<file path="src/rtl/bus_mailbox_pkg.sv">
// Shared register map, STATUS/CONTROL bit positions and defaults for bus_mailbox.
package bus_mailbox_pkg;

    localparam int unsigned DefaultDepth = 8;

    // Register select, decoded from addr[3:2].
    typedef enum logic [1:0] {
        RegData    = 2'd0,
        RegStatus  = 2'd1,
        RegControl = 2'd2,
        RegTimer   = 2'd3
    } reg_sel_e;

    // STATUS bit positions.
    localparam int unsigned StatTxFull      = 0;
    localparam int unsigned StatTxEmpty     = 1;
    localparam int unsigned StatRxFull      = 2;
    localparam int unsigned StatRxEmpty     = 3;
    localparam int unsigned StatTxOverflow  = 4;
    localparam int unsigned StatRxUnderflow = 5;
    localparam int unsigned StatTxCount     = 8;
    localparam int unsigned StatRxCount     = 16;

    // CONTROL bit positions.
    localparam int unsigned CtrlClearFlags = 0;
    localparam int unsigned CtrlFlush      = 1;

endpackage

</file>
<file path="src/rtl/mailbox_fifo.sv">
// Pointer-plus-count FIFO used for both mailbox directions.
// Push is refused when full at the start of the cycle, even if a pop happens
// in the same cycle. Flush overrides any push or pop.
module mailbox_fifo #(
    parameter int unsigned DEPTH = 8,
    parameter int unsigned CW    = $clog2(DEPTH) + 1,
    parameter int unsigned DW    = 32
) (
    input  logic          clk,
    input  logic          rst,
    input  logic          push,
    input  logic          pop,
    input  logic          flush,
    input  logic [DW-1:0] wdata,
    output logic [DW-1:0] head,
    output logic          full,
    output logic          empty,
    output logic [CW-1:0] count
);

    localparam int unsigned PtrW = $clog2(DEPTH);

    logic [DW-1:0]   mem_q [DEPTH];
    logic [PtrW-1:0] wr_ptr_q, wr_ptr_d;
    logic [PtrW-1:0] rd_ptr_q, rd_ptr_d;
    logic [CW-1:0]   count_q, count_d;
    logic            do_push, do_pop;

    assign full    = (count_q == CW'(DEPTH));
    assign empty   = (count_q == '0);
    assign count   = count_q;
    assign do_push = push && !full;
    assign do_pop  = pop && !empty;
    // Stale storage is never visible: head is forced to 0 when empty.
    assign head    = empty ? '0 : mem_q[rd_ptr_q];

    // Next-state for pointers and occupancy; pointers wrap naturally (DEPTH is 2^n).
    always_comb begin
        wr_ptr_d = wr_ptr_q;
        rd_ptr_d = rd_ptr_q;
        count_d  = count_q;
        if (flush) begin
            wr_ptr_d = '0;
            rd_ptr_d = '0;
            count_d  = '0;
        end else begin
            if (do_push) wr_ptr_d = wr_ptr_q + PtrW'(1);
            if (do_pop)  rd_ptr_d = rd_ptr_q + PtrW'(1);
            count_d = count_q + CW'(do_push) - CW'(do_pop);
        end
    end

    // Control state; async reset empties the FIFO immediately.
    always_ff @(posedge clk or posedge rst) begin
        if (rst) begin
            wr_ptr_q <= '0;
            rd_ptr_q <= '0;
            count_q  <= '0;
        end else begin
            wr_ptr_q <= wr_ptr_d;
            rd_ptr_q <= rd_ptr_d;
            count_q  <= count_d;
        end
    end

    // Storage array, no reset needed since empty gates the head.
    always_ff @(posedge clk) begin
        if (do_push && !flush) begin
            mem_q[wr_ptr_q] <= wdata;
        end
    end

endmodule

</file>
<file path="src/rtl/bus_mailbox.sv">
// Zero-wait-state bus target: TX/RX mailbox FIFOs, STATUS/CONTROL registers
// and a free-running cycle timer. Reads are combinational; side effects commit
// at the closing clock edge.
module bus_mailbox
    import bus_mailbox_pkg::*;
#(
    parameter int unsigned DEPTH = DefaultDepth,
    parameter int unsigned CW    = $clog2(DEPTH) + 1
) (
    input  logic        clk,
    input  logic        rst,
    input  logic [31:0] addr,
    input  logic        cs,
    input  logic        wr_rd,
    input  logic [31:0] data_bus_write,
    output logic [31:0] data_bus_read,
    output logic [31:0] out_data,
    output logic        out_valid,
    input  logic        out_ready,
    input  logic [31:0] in_data,
    input  logic        in_valid,
    output logic        in_ready
);

    reg_sel_e      sel;
    logic          bus_wr, bus_rd;
    logic          data_wr, data_rd, ctrl_wr, timer_wr;
    logic          flush, clear_flags;

    logic [31:0]   tx_head, rx_head;
    logic          tx_full, tx_empty, rx_full, rx_empty;
    logic [CW-1:0] tx_count, rx_count;
    logic          tx_pop, rx_push, rx_pop;

    logic          tx_ovf_q, tx_ovf_d;
    logic          rx_unf_q, rx_unf_d;
    logic [31:0]   timer_q, timer_d;
    logic [31:0]   status;

    // Only addr[3:2] is decoded; the rest of the address aliases.
    logic unused_addr;
    assign unused_addr = ^{addr[31:4], addr[1:0]};

    assign sel         = reg_sel_e'(addr[3:2]);
    assign bus_wr      = cs && wr_rd;
    assign bus_rd      = cs && !wr_rd;
    assign data_wr     = bus_wr && (sel == RegData);
    assign data_rd     = bus_rd && (sel == RegData);
    assign ctrl_wr     = bus_wr && (sel == RegControl);
    assign timer_wr    = bus_wr && (sel == RegTimer);
    assign flush       = ctrl_wr && data_bus_write[CtrlFlush];
    assign clear_flags = ctrl_wr && data_bus_write[CtrlClearFlags];

    // Handshakes use registered full/empty only, so out_ready/in_valid never reach outputs.
    assign tx_pop    = !tx_empty && out_ready;
    assign rx_push   = in_valid && !rx_full;
    assign rx_pop    = data_rd && !rx_empty;
    assign out_valid = !tx_empty;
    assign out_data  = tx_head;
    assign in_ready  = !rx_full;

    mailbox_fifo #(
        .DEPTH (DEPTH),
        .CW    (CW),
        .DW    (32)
    ) u_tx_fifo (
        .clk   (clk),
        .rst   (rst),
        .push  (data_wr),
        .pop   (tx_pop),
        .flush (flush),
        .wdata (data_bus_write),
        .head  (tx_head),
        .full  (tx_full),
        .empty (tx_empty),
        .count (tx_count)
    );

    mailbox_fifo #(
        .DEPTH (DEPTH),
        .CW    (CW),
        .DW    (32)
    ) u_rx_fifo (
        .clk   (clk),
        .rst   (rst),
        .push  (rx_push),
        .pop   (rx_pop),
        .flush (flush),
        .wdata (in_data),
        .head  (rx_head),
        .full  (rx_full),
        .empty (rx_empty),
        .count (rx_count)
    );

    // Sticky flags: a set in the same cycle as a clear wins; flush leaves them alone.
    always_comb begin
        tx_ovf_d = tx_ovf_q;
        rx_unf_d = rx_unf_q;
        if (clear_flags) begin
            tx_ovf_d = 1'b0;
            rx_unf_d = 1'b0;
        end
        if (data_wr && tx_full)  tx_ovf_d = 1'b1;
        if (data_rd && rx_empty) rx_unf_d = 1'b1;
    end

    // Timer: bus write takes priority over the increment.
    always_comb begin
        timer_d = timer_q + 32'd1;
        if (timer_wr) timer_d = data_bus_write;
    end

    // Flag and timer registers.
    always_ff @(posedge clk or posedge rst) begin
        if (rst) begin
            tx_ovf_q <= 1'b0;
            rx_unf_q <= 1'b0;
            timer_q  <= '0;
        end else begin
            tx_ovf_q <= tx_ovf_d;
            rx_unf_q <= rx_unf_d;
            timer_q  <= timer_d;
        end
    end

    // STATUS word assembly.
    always_comb begin
        status                      = '0;
        status[StatTxFull]          = tx_full;
        status[StatTxEmpty]         = tx_empty;
        status[StatRxFull]          = rx_full;
        status[StatRxEmpty]         = rx_empty;
        status[StatTxOverflow]      = tx_ovf_q;
        status[StatRxUnderflow]     = rx_unf_q;
        status[StatTxCount +: CW]   = tx_count;
        status[StatRxCount +: CW]   = rx_count;
    end

    // Zero-latency read mux; idle and write cycles return 0.
    always_comb begin
        data_bus_read = '0;
        if (bus_rd) begin
            unique case (sel)
                RegData:    data_bus_read = rx_head;
                RegStatus:  data_bus_read = status;
                RegControl: data_bus_read = '0;
                RegTimer:   data_bus_read = timer_q;
                default:    data_bus_read = '0;
            endcase
        end
    end

endmodule

</file>
<file path="config.mk">
export PLATFORM = sky130hd
export DESIGN_NAME = bus_mailbox
export DESIGN_NICKNAME = d
export VERILOG_FILES = /design/src/rtl/bus_mailbox_pkg.sv /design/src/rtl/mailbox_fifo.sv /design/src/rtl/bus_mailbox.sv
export SDC_FILE = /design/constraint.sdc
export NUM_CORES = 1
export LEC_CHECK = 0
export ABC_AREA = 1
export BUFFER_PORTS_ARGS = -buffer_cell sky130_fd_sc_hd__buf_2
export CORE_ASPECT_RATIO = 0.5
export CORE_MARGIN = 3
export CORE_UTILIZATION = 45
export DETAILED_ROUTE_END_ITERATION = 8
export PLACE_DENSITY_LB_ADDON = 0.2
export SLEW_MARGIN = 30
export SYNTH_ARGS = -nofsm -noshare
export SYNTH_HDL_FRONTEND = slang
export SYNTH_HIERARCHICAL = 1
export SYNTH_SLANG_ARGS = --single-unit
</file>
<file path="constraint.sdc">
create_clock -name clk -period 4.1 [get_ports clk]
set_input_delay 0.82 -clock clk [delete_from_list [all_inputs] [get_ports clk]]
set_output_delay 0.82 -clock clk [all_outputs]
set_load 0.1 [all_outputs]
</file>
==> flow_summary_export.csv, run 1 <==
group,metric,value,unit
grt,antenna_found_initial,2,
logic_synthesis,ys_seq_area_share,63.4,%
clocking,cts_buffers,52,
die,start_util,45.7,%
critical_path,r2r-start,"u_tx_fifo/count[2]",
die,core_area,0.0576,sq mm
critical_path,worstSetupEndpointType,"primary output",
pwr,ir_drop,0.000689,V
pwr,p_leak,14.0,nW
logic_synthesis,yosysTopAreaCell,"edfxtp_1",
grt,grt_start_max_net_pins,130,
finish,drive_above_1_share,10.3,%
timing,whs,111,ps
critical_path,crit_type,"reg2out",
pwr,powerDensity,709,mW/mm^2
routing,drtPass1Iterations,5,
routing,remaining_drc_errors,0,
clocking,clk_latency,580,ps
timing,rsz0062_at_grt,"no",
finish,final_nets,3087,
grt,grt_pass1_vias,17498,
clocking,ctsResizeCount,0,
routing,postRouteAntennaNets,0,
logic_synthesis,synth-seq-cells,566,
clocking,root_buffer,"clkbuf_16",
grt,grt_pass1_wl,97500,microns
grt,gr-total-overflow,0,
die,dieArea,0.0617,sq mm
clocking,clockBufferDepth,3,
timing,period_share,92.2,%
logic_synthesis,synthCells,2849,
finish,final_util,53.0,%
die,rows,62,
hold_path,holdCritPathClass,"in2async",
logic_synthesis,ys_types,27,
critical_path,startpoint,"u_rx_fifo/rd_ptr_q[0]",
timing,final-hold-violation-count,0,
routing,vias,18201,
logic_synthesis,synthTopCellsByArea,"edfxtp_1 (58%), nand2_1 (12%), inv_1 (8.6%)",
pwr,p_total,21.6,mW
critical_path,cp.arrival,2960,ps
run,max-cap-violations,0,
die,chipHeight,177,microns
timing,skew,13.3,ps
timing,slew_viol_final,0,
logic_synthesis,yosys_warnings,6,
die,io_pins,168,
clocking,cts.sinks,566,
run_status,status,"completed",
clocking,cts.htree.levels,2,
clocking,clkTransAtPathRegs,70,ps
clocking,cts_tree,"built",
die,die_x,348,microns
logic_synthesis,syn_avg_cell_area,9.25,sq um
timing,finalCriticalPeriod,3780,ps
routing,post_drt_wl_per_cell,16.8,microns
placement,io_buffers,137,
logic_synthesis,syn_area,0.0264,sq mm
clocking,post-cts-setup-buffers,0,
routing,viasPerCell,4.82,
finish,area_growth_syn_to_layout,15.8,%
routing,drt-total-wl,63400,microns
timing,worstMarginPinSlew,916,ps
critical_path,required,3280,ps
timing,setup_viol,0,
logic_synthesis,synthesis.nets,2970,
placement,gp_congestion,0.837,
timing,fmax,264,MHz
clocking,ctsHoldBuffers,0,
critical_path,cp-start-kind,"flip-flop",
grt,grt_use_total,20.4,%
critical_path,path_max_fanout,20,
logic_synthesis,synth_top_cell_area_share,58.3,%
routing,drtIter0Drc,1444,
timing,slew_headroom,38.9,%
placement,hpwl,36800,microns
where the power goes:
part / total [mW] / internal [mW] / switching, mW
logic: 9.30 / 2.45 / 6.85
registers: 7.33 / 6.91 / 0.425
clock network: 5.00 / 2.90 / 2.10
worst max-delay path: stages (launching register included):
cell and delay [ps]:
dfrtp_4 450, clkinv_2 290, buf_4 320, nand2_1 70, nand3_1 70, nand2_1 90
nor2_1 40, nor2_1 350, nand2_1 140, a31oi_1 330, buf_12 230
cell type report:
cell class                 count  area, sq um
tap                          768          961
timing repair buffer         181         1840
clock inverter                27          292
antenna                        2         5.00
fill                        5021        27100
multi-input combinational   1555         6910
clock buffer                  68         1470
inverter                     610         2290
sequential                   566        16700
path summary, 6_finish.rpt:
kind	endpoint	slack, ps	cells past startpoint
worst max-delay path	data_bus_read[9]	320	10
max in group asynchronous	timer_q[24]	3350	3
worst min register to register	timer_q[0]	510	1
min in group clk	u_rx_fifo/mem_q[6][29]	510	1
worst min-delay path	tx_ovf_q	110	2
worst max register to register	u_tx_fifo/count[2]	930	13
cell usage after synthesis (all sizes together):
master  count
buf        97
nor4        2
clkinv      3
o221ai      2
xor2       13
nand2     865
nor2      203
nand3     393
clkbuf     21
o22ai       1
fa          2
edfxtp    512
o211ai      6
xnor2       3
dfrtp      54
o21ai      37
inv       607
a31oi       4
a21oi       7
ha         17
cells by family after synthesis:
logic type                 Yosys count  synth area share (%)
and+or+nand+nor                   1463                  23.0
adders and majority gates           19                 0.959
xor gates and xnor gates            16                 0.532
DFF                                566                  63.4
buffers and inverters              728                  10.8
AOI/OAI and AO/OA                   57                  1.19
sequential cells by signal (all words and copies together), names as in the netlist:
name                count
u_tx_fifo/mem_q       256
u_rx_fifo/rd_ptr_q      3
u_rx_fifo/wr_ptr_q      3
u_rx_fifo/mem_q       256
u_rx_fifo/count         4
timer_q                32
u_tx_fifo/rd_ptr_q      3
rx_unf_q                1
u_tx_fifo/wr_ptr_q      3
u_tx_fifo/count         4
tx_ovf_q                1
layer usage:
metal	global-route usage, %	routed length, microns	up-vias
met1	26.6	27800	8588
met3	2.91	2950	97
li1	-	-	9146
met5	0	20	-
met4	5.78	1520	2
met2	35.6	31000	368
layout by cell type, fill, tap and decap left out, drive strengths merged, types with 2 or more instances in the layout:
master | synthesis | final
a21oi | 7 | 7
a31oi | 4 | 4
buf | 97 | 181
bufinv | 0 | 6
clkbuf | 21 | 68
clkinv | 3 | 23
clkinvlp | 0 | 3
dfrtp | 54 | 54
diode | 0 | 2
edfxtp | 512 | 512
fa | 2 | 2
ha | 17 | 17
inv | 607 | 605
nand2 | 865 | 865
nand3 | 393 | 393
nor2 | 203 | 203
nor4 | 2 | 2
o211ai | 6 | 6
o21ai | 37 | 37
o221ai | 2 | 2
xnor2 | 3 | 3
xor2 | 13 | 13
through the flow:
| stage | TNS, ps | worst slack [ps] | instance area (sq um) | std cells |
|---|---|---|---|---|
| 2_1_floorplan | -919 | -91.9 | 26400 | 2849 |
| 3_3_place_gp | 0 | 635 | 28700 | 3680 |
| 3_5_place_dp | 0 | 631 | 28700 | 3680 |
| 4_1_cts | 0 | 338 | 30500 | 3775 |
| 5_1_grt | 0 | 167 | 30500 | 3776 |
| 6_report | 0 | 319 | 30500 | 3777 |
Note: power is estimated with default switching activity, not from simulation.
==> inputs of run 2 (changes only) <==
==> constraint.sdc (replaced) <==
create_clock -name clk -period 4.1 [get_ports clk]
set_input_delay 0.82 -clock clk [delete_from_list [all_inputs] [get_ports clk]]
set_output_delay 0.82 -clock clk [all_outputs]
set_load 0.005 [all_outputs]
==> run 2 against run 1 <==
Clock skew about the same. Worst hold slack gained 10 ps. Sequential power is 0.7% lower. Maximum frequency is 6.6% higher. Largest power group is now registers. Critical endpoint is now data_bus_read[13]. Total power is 15% lower. Flip-flop and latch count is the same. Via count increased by 0.86%. Cell count unchanged. Core utilization fell by 1.3 points. Global-route usage shrank 0.22 points. Clock power fell by 3%.
==> flow_summary_export.csv, run 2 (same netlist as run 1, synthesis figures left out) <==
group,metric,value,unit
routing,post_drt_wl_per_cell,16.6,microns
grt,grt_pass1_vias,17123,
grt,antenna_found_initial,2,
routing,postRouteAntennaNets,0,
critical_path,crit_type,"reg2out",
grt,top_usage_layer,"met2",
grt,gr-usage-met2,34.0,%
timing,setup_viol,0,
timing,slew_headroom,36.1,%
grt,grt_util_met1,27.3,%
timing,worstMarginPinSlew,958,ps
timing,fin_setup_tns,0,ps
timing,whs,121,ps
timing,slew_viol_final,0,
die,rows,62,
timing,rsz0062_at_grt,"no",
clocking,clkTransAtPathRegs,70,ps
timing,skew,13.2,ps
routing,drtIter0Drc,1414,
finish,final_common_cell,"nand2_1",
critical_path,path_cells,"inv_1 -> ha_1 -> nand3_1 -> buf_4 -> nand2_1 -> nor2_1 -> nand3_1 -> o21ai_0 -> buf_2",
finish,layout_common_cells,"nand2_1 (860), inv_1 (602), edfxtp_1 (512), nand3_1 (392), nor2_1 (175)",
finish,final_util,51.6,%
placement,dp_cells,3680,
critical_path,worstSetupEndpointType,"primary output",
critical_path,cp_common_cell,"nand3_1",
placement,hpwl,36600,microns
critical_path,max_stage_delay,490,ps
die,chipHeight,177,microns
timing,period_share,86.5,%
timing,final-hold-violation-count,0,
finish,instances_no_fill,3777,
routing,drtPass1Iterations,5,
hold_path,holdCritPathClass,"in2async",
placement,io_buffers,137,
critical_path,path_max_fanout,34,
grt,grt_start_max_net_pins,130,
critical_path,crit_path_top_delay_cell,"buf_4",
run_status,status,"completed",
routing,remaining_drc_errors,0,
grt,grt_use_total,20.1,%
critical_path,required,3280,ps
clocking,cts_tree,"built",
timing,fmax,282,MHz
critical_path,r2r_slack,1250,ps
finish,drive_above_1_share,9.81,%
clocking,ctsResizeCount,0,
routing,vias,18357,
die,die_x,348,microns
pwr,p_leak,13.8,nW
clocking,ctsHoldBuffers,0,
clocking,cts.sinks,566,
critical_path,cp_top_family,"buffers and inverters",
timing,finalCriticalPeriod,3550,ps
clocking,post-cts-setup-buffers,0,
finish,area_growth_syn_to_layout,12.8,%
run,max-cap-violations,0,
pwr,ir_drop,0.000435,V
clocking,clockBufferDepth,3,
die,io_pins,168,
pwr,powerDensity,621,mW/mm^2
grt,grt_pass1_wl,96000,microns
grt,gr-total-overflow,0,
die,start_util,45.7,%
clocking,cts.htree.levels,2,
routing,drt-total-wl,62800,microns
finish,top_regs,"u_rx_fifo/mem_q (256), u_tx_fifo/mem_q (256), timer_q (32)",
clocking,clk_latency,580,ps
clocking,root_buffer,"clkbuf_16",
placement,gp_congestion,0.852,
critical_path,cp-start-kind,"flip-flop",
grt,grt_use_met3,2.51,%
clocking,cts_buffers,52,
critical_path,path_buf_inv,3,
critical_path,cp.arrival,2730,ps
die,core_area,0.0576,sq mm
die,dieArea,0.0617,sq mm
finish,final_nets,3087,
routing,viasPerCell,4.86,
## run 2: cell types whose count changed in the layout (fill, tap and decap cells not counted), moves of 2 or more
cell | previous run | this run
clkbuf_1 | 6 | 22
buf_4 | 26 | 33
clkinv_2 | 11 | 7
buf_12 | 58 | 11
buf_2 | 97 | 137
clkbuf_8 | 9 | 3
clkinvlp_4 | 3 | 1
clkinv_4 | 2 | 0
## run 2: report_power, final
| part | switching, mW | internal (mW) |
|---|---|---|
| combinational | 4.35 | 1.99 |
| clock | 2.04 | 2.81 |
| sequential | 0.376 | 6.91 |
| total | 6.77 | 11.7 |
## run 2: area by class of cell
type / count / area, sq um
antenna: 1 / 2.50
tap: 768 / 961
timing repair buffer: 181 / 1150
fill: 5093 / 27900
sequential: 566 / 16700
inverter: 610 / 2290
clock buffer: 78 / 1450
multi-input combinational: 1555 / 6910
clock inverter: 18 / 235
## run 2: worst register-to-register path, stage by stage (launching register included)
cell and delay [ps]:
dfrtp_1 350, inv_1 80, ha_1 200, nand3_1 80, buf_4 490, inv_1 130, nor2_1 130, nand2_1 110
inv_1 160, ha_1 150, inv_1 40, ha_1 200, fa_1 380, xnor2_1 180, nor2_1 60
## run 2: worst paths after layout
check / to / start / cells after the start
setup / recovery: data_bus_read[13] / u_rx_fifo/count[2] / 9
hold / removal: rx_unf_q / rst / 2
setup reg to reg: u_rx_fifo/count[2] / u_rx_fifo/count[2] / 14
hold reg to reg: timer_q[0] / timer_q[0] / 1
max in group asynchronous: timer_q[22] / rst / 3
min in group clk: u_rx_fifo/mem_q[6][3] / in_data[3] / 1
## run 2: metrics by stage
step | cell area [sq um] | setup WS (ps) | total power [mW]
3_5_place_dp | 28100 | 789 | 13.7
6_report | 29700 | 552 | 18.5
2_1_floorplan | 26400 | 855 | 11.5
4_1_cts | 29700 | 594 | 18.6
5_1_grt | 29700 | 417 | 19.7
3_3_place_gp | 28100 | 790 | 13.7
## run 2: per-layer routing
metal | vias to the layer above | share of wire (%)
li1 | 9150 | -
met1 | 8722 | 45
met2 | 369 | 48
met3 | 114 | 4.1
met4 | 2 | 2.9
met5 | - | 0.032
==> inputs of run 3 (changes only) <==
--- a/config.mk
+++ b/config.mk
@@ -9,7 +9,7 @@
 export BUFFER_PORTS_ARGS = -buffer_cell sky130_fd_sc_hd__buf_2
 export CORE_ASPECT_RATIO = 0.5
 export CORE_MARGIN = 3
-export CORE_UTILIZATION = 45
+export CORE_UTILIZATION = 50
 export DETAILED_ROUTE_END_ITERATION = 8
 export PLACE_DENSITY_LB_ADDON = 0.2
 export SLEW_MARGIN = 30
==> run 3 against run 2 <==
Die area down 9.8%. First-iteration DRC count up 7.4%. Worst hold slack gained 2.5 ps. Combinational power is essentially flat. Sequential power is 1% higher. Cell count is 2.2% lower. Total power fell by 1.5%. Maximum frequency shrank 5.7%. Critical path type unchanged. Count of clock-buffer cells in the layout fell by 13. Via count rose by 0.42%. Sequential share of layout area rose by 0.42 points. Critical path depth unchanged.
==> flow_summary_export.csv, run 3 (same netlist as run 1, synthesis figures left out) <==
group,metric,value,unit
run_status,status,"completed",
timing,fin_setup_tns,0,ps
timing,rsz0062_at_grt,"no",
timing,period_share,91.8,%
finish,top_regs,"u_rx_fifo/mem_q (256), u_tx_fifo/mem_q (256), timer_q (32)",
routing,drtPass1Iterations,5,
critical_path,cp_top_family,"buffers and inverters",
routing,viasPerCell,4.99,
critical_path,path_max_fanout,53,
critical_path,cp-start-kind,"flip-flop",
finish,area_growth_syn_to_layout,12.0,%
die,io_pins,168,
routing,postRouteAntennaNets,0,
critical_path,endpoint,"data_bus_read[13]",
clocking,post-cts-setup-buffers,0,
grt,grt_use_total,22.3,%
timing,final-hold-violation-count,0,
timing,worstMarginPinSlew,908,ps
critical_path,r2r-start,"u_rx_fifo/count[2]",
timing,slew_headroom,39.5,%
die,chipHeight,168,microns
critical_path,cp.arrival,2940,ps
finish,final_util,57.7,%
die,dieArea,0.0557,sq mm
timing,setup_viol,0,
clocking,ctsHoldBuffers,0,
die,rows,58,
critical_path,path_buf_inv,3,
routing,post_drt_wl_per_cell,16.8,microns
clocking,clkTransAtPathRegs,70,ps
critical_path,required,3280,ps
critical_path,crit_path_top_delay_cell,"dfrtp_2",
pwr,ir_drop,0.000449,V
grt,antenna_found_initial,3,
placement,gp_congestion,0.897,
timing,skew,16.5,ps
die,die_x,331,microns
hold_path,holdCritPathClass,"in2async",
grt,grt_pass1_wl,96500,microns
finish,drive_above_1_share,9.79,%
clocking,cts.sinks,566,
critical_path,cp.depth,9,
clocking,clk_latency,570,ps
finish,layout_common_cells,"nand2_1 (860), inv_1 (602), edfxtp_1 (512), nand3_1 (392), nor2_1 (175)",
grt,grt_start_max_net_pins,79,
routing,vias,18435,
placement,io_buffers,137,
clocking,root_buffer,"clkbuf_16",
routing,drt-total-wl,62000,microns
timing,slew_viol_final,0,
clocking,cts.htree.levels,2,
timing,fmax,266,MHz
critical_path,worstSetupEndpointType,"primary output",
pwr,p_total,18.2,mW
critical_path,startpoint,"u_rx_fifo/rd_ptr_q[1]",
critical_path,max_stage_delay,580,ps
critical_path,r2r-end,"u_rx_fifo/count[2]",
pwr,p_leak,13.7,nW
critical_path,crit_type,"reg2out",
critical_path,cp_common_cell,"nand3_1",
clocking,ctsResizeCount,0,
critical_path,r2r_slack,1260,ps
finish,final_common_cell,"nand2_1",
routing,remaining_drc_errors,0,
die,start_util,51.5,%
run,max-cap-violations,0,
placement,hpwl,36900,microns
critical_path,reg2reg_depth,14,
grt,gr-total-overflow,0,
clocking,cts_tree,"built",
critical_path,path_cells,"inv_2 -> buf_12 -> nand3_1 -> nand3_1 -> nand2_1 -> nor2_1 -> nand3_1 -> o21ai_0 -> buf_2",
finish,final_nets,3084,
clocking,clockBufferDepth,3,
timing,finalCriticalPeriod,3760,ps
die,core_area,0.0512,sq mm
clocking,cts_buffers,49,
pwr,powerDensity,617,mW/mm^2
routing,drtIter0Drc,1519,
grt,grt_pass1_vias,17620,
-- run 3: changes by cell type in the layout (fill, tap and decap cells not counted), sizes merged --
cell and delta:
clkbuf -13, clkinv +10, bufinv -3, clkinvlp +1, inv +1
-- run 3: layout make-up --
| class | count | area [sq um] |
|---|---|---|
| tap | 690 | 863 |
| sequential | 566 | 16700 |
| multi-input combinational | 1555 | 6910 |
| antenna | 1 | 2.50 |
| clock buffer | 65 | 1360 |
| fill | 4360 | 21600 |
| inverter | 610 | 2290 |
| clock inverter | 27 | 210 |
| timing repair buffer | 181 | 1150 |
-- run 3: routing by layer --
metal | vias up | global-route usage [%] | share of wire [%]
met2 | 504 | 37.0 | 47
met5 | - | 0 | 0.040
met3 | 131 | 3.39 | 5.9
met4 | 4 | 6.89 | 3.0
li1 | 9133 | - | -
met1 | 8663 | 30.4 | 44
-- run 3: worst register-to-register path, stage by stage, from the launching register on --
cell and delay, ps:
dfrtp_1 350, inv_1 90, ha_1 200, nand3_1 80, buf_4 480, inv_1 120, nor2_1 130, nand2_1 100
inv_1 170, ha_1 150, inv_1 40, ha_1 210, fa_1 380, xnor2_1 160, nor2_1 70
-- run 3: worst min-delay path by stage --
stage	slack (ps)	endpoint	from	cells past startpoint
2_1_floorplan	460	timer_q[0]	timer_q[0]	1
3_3_place_gp	490	timer_q[0]	timer_q[0]	1
3_5_place_dp	520	timer_q[0]	timer_q[0]	1
4_1_cts	100	rx_unf_q	rst	2
5_1_grt	100	rx_unf_q	rst	2
6_report	120	rx_unf_q	rst	2
-- run 3: power breakdown --
| part | leakage, nW | switching, mW | total [mW] | internal (mW) |
|---|---|---|---|---|
| Clock | 0.762 | 2.03 | 4.55 | 2.52 |
| Combinational | 7.67 | 4.31 | 6.31 | 2.00 |
| Sequential | 5.28 | 0.443 | 7.35 | 6.90 |
| Total | 13.7 | 6.78 | 18.2 | 11.4 |
-- run 3: stage by stage --
| stage | worst slack [ps] | instance area, sq um | hold slack (ps) | cells |
|---|---|---|---|---|
| after floorplan | 855 | 26400 | 464 | 2849 |
| after detailed placement | 845 | 28000 | 521 | 3602 |
| after CTS | 349 | 29500 | 95.6 | 3694 |
| after global routing | 233 | 29500 | 103 | 3695 |
| final | 338 | 29500 | 124 | 3695 |
| after global placement | 881 | 28000 | 488 | 3602 |
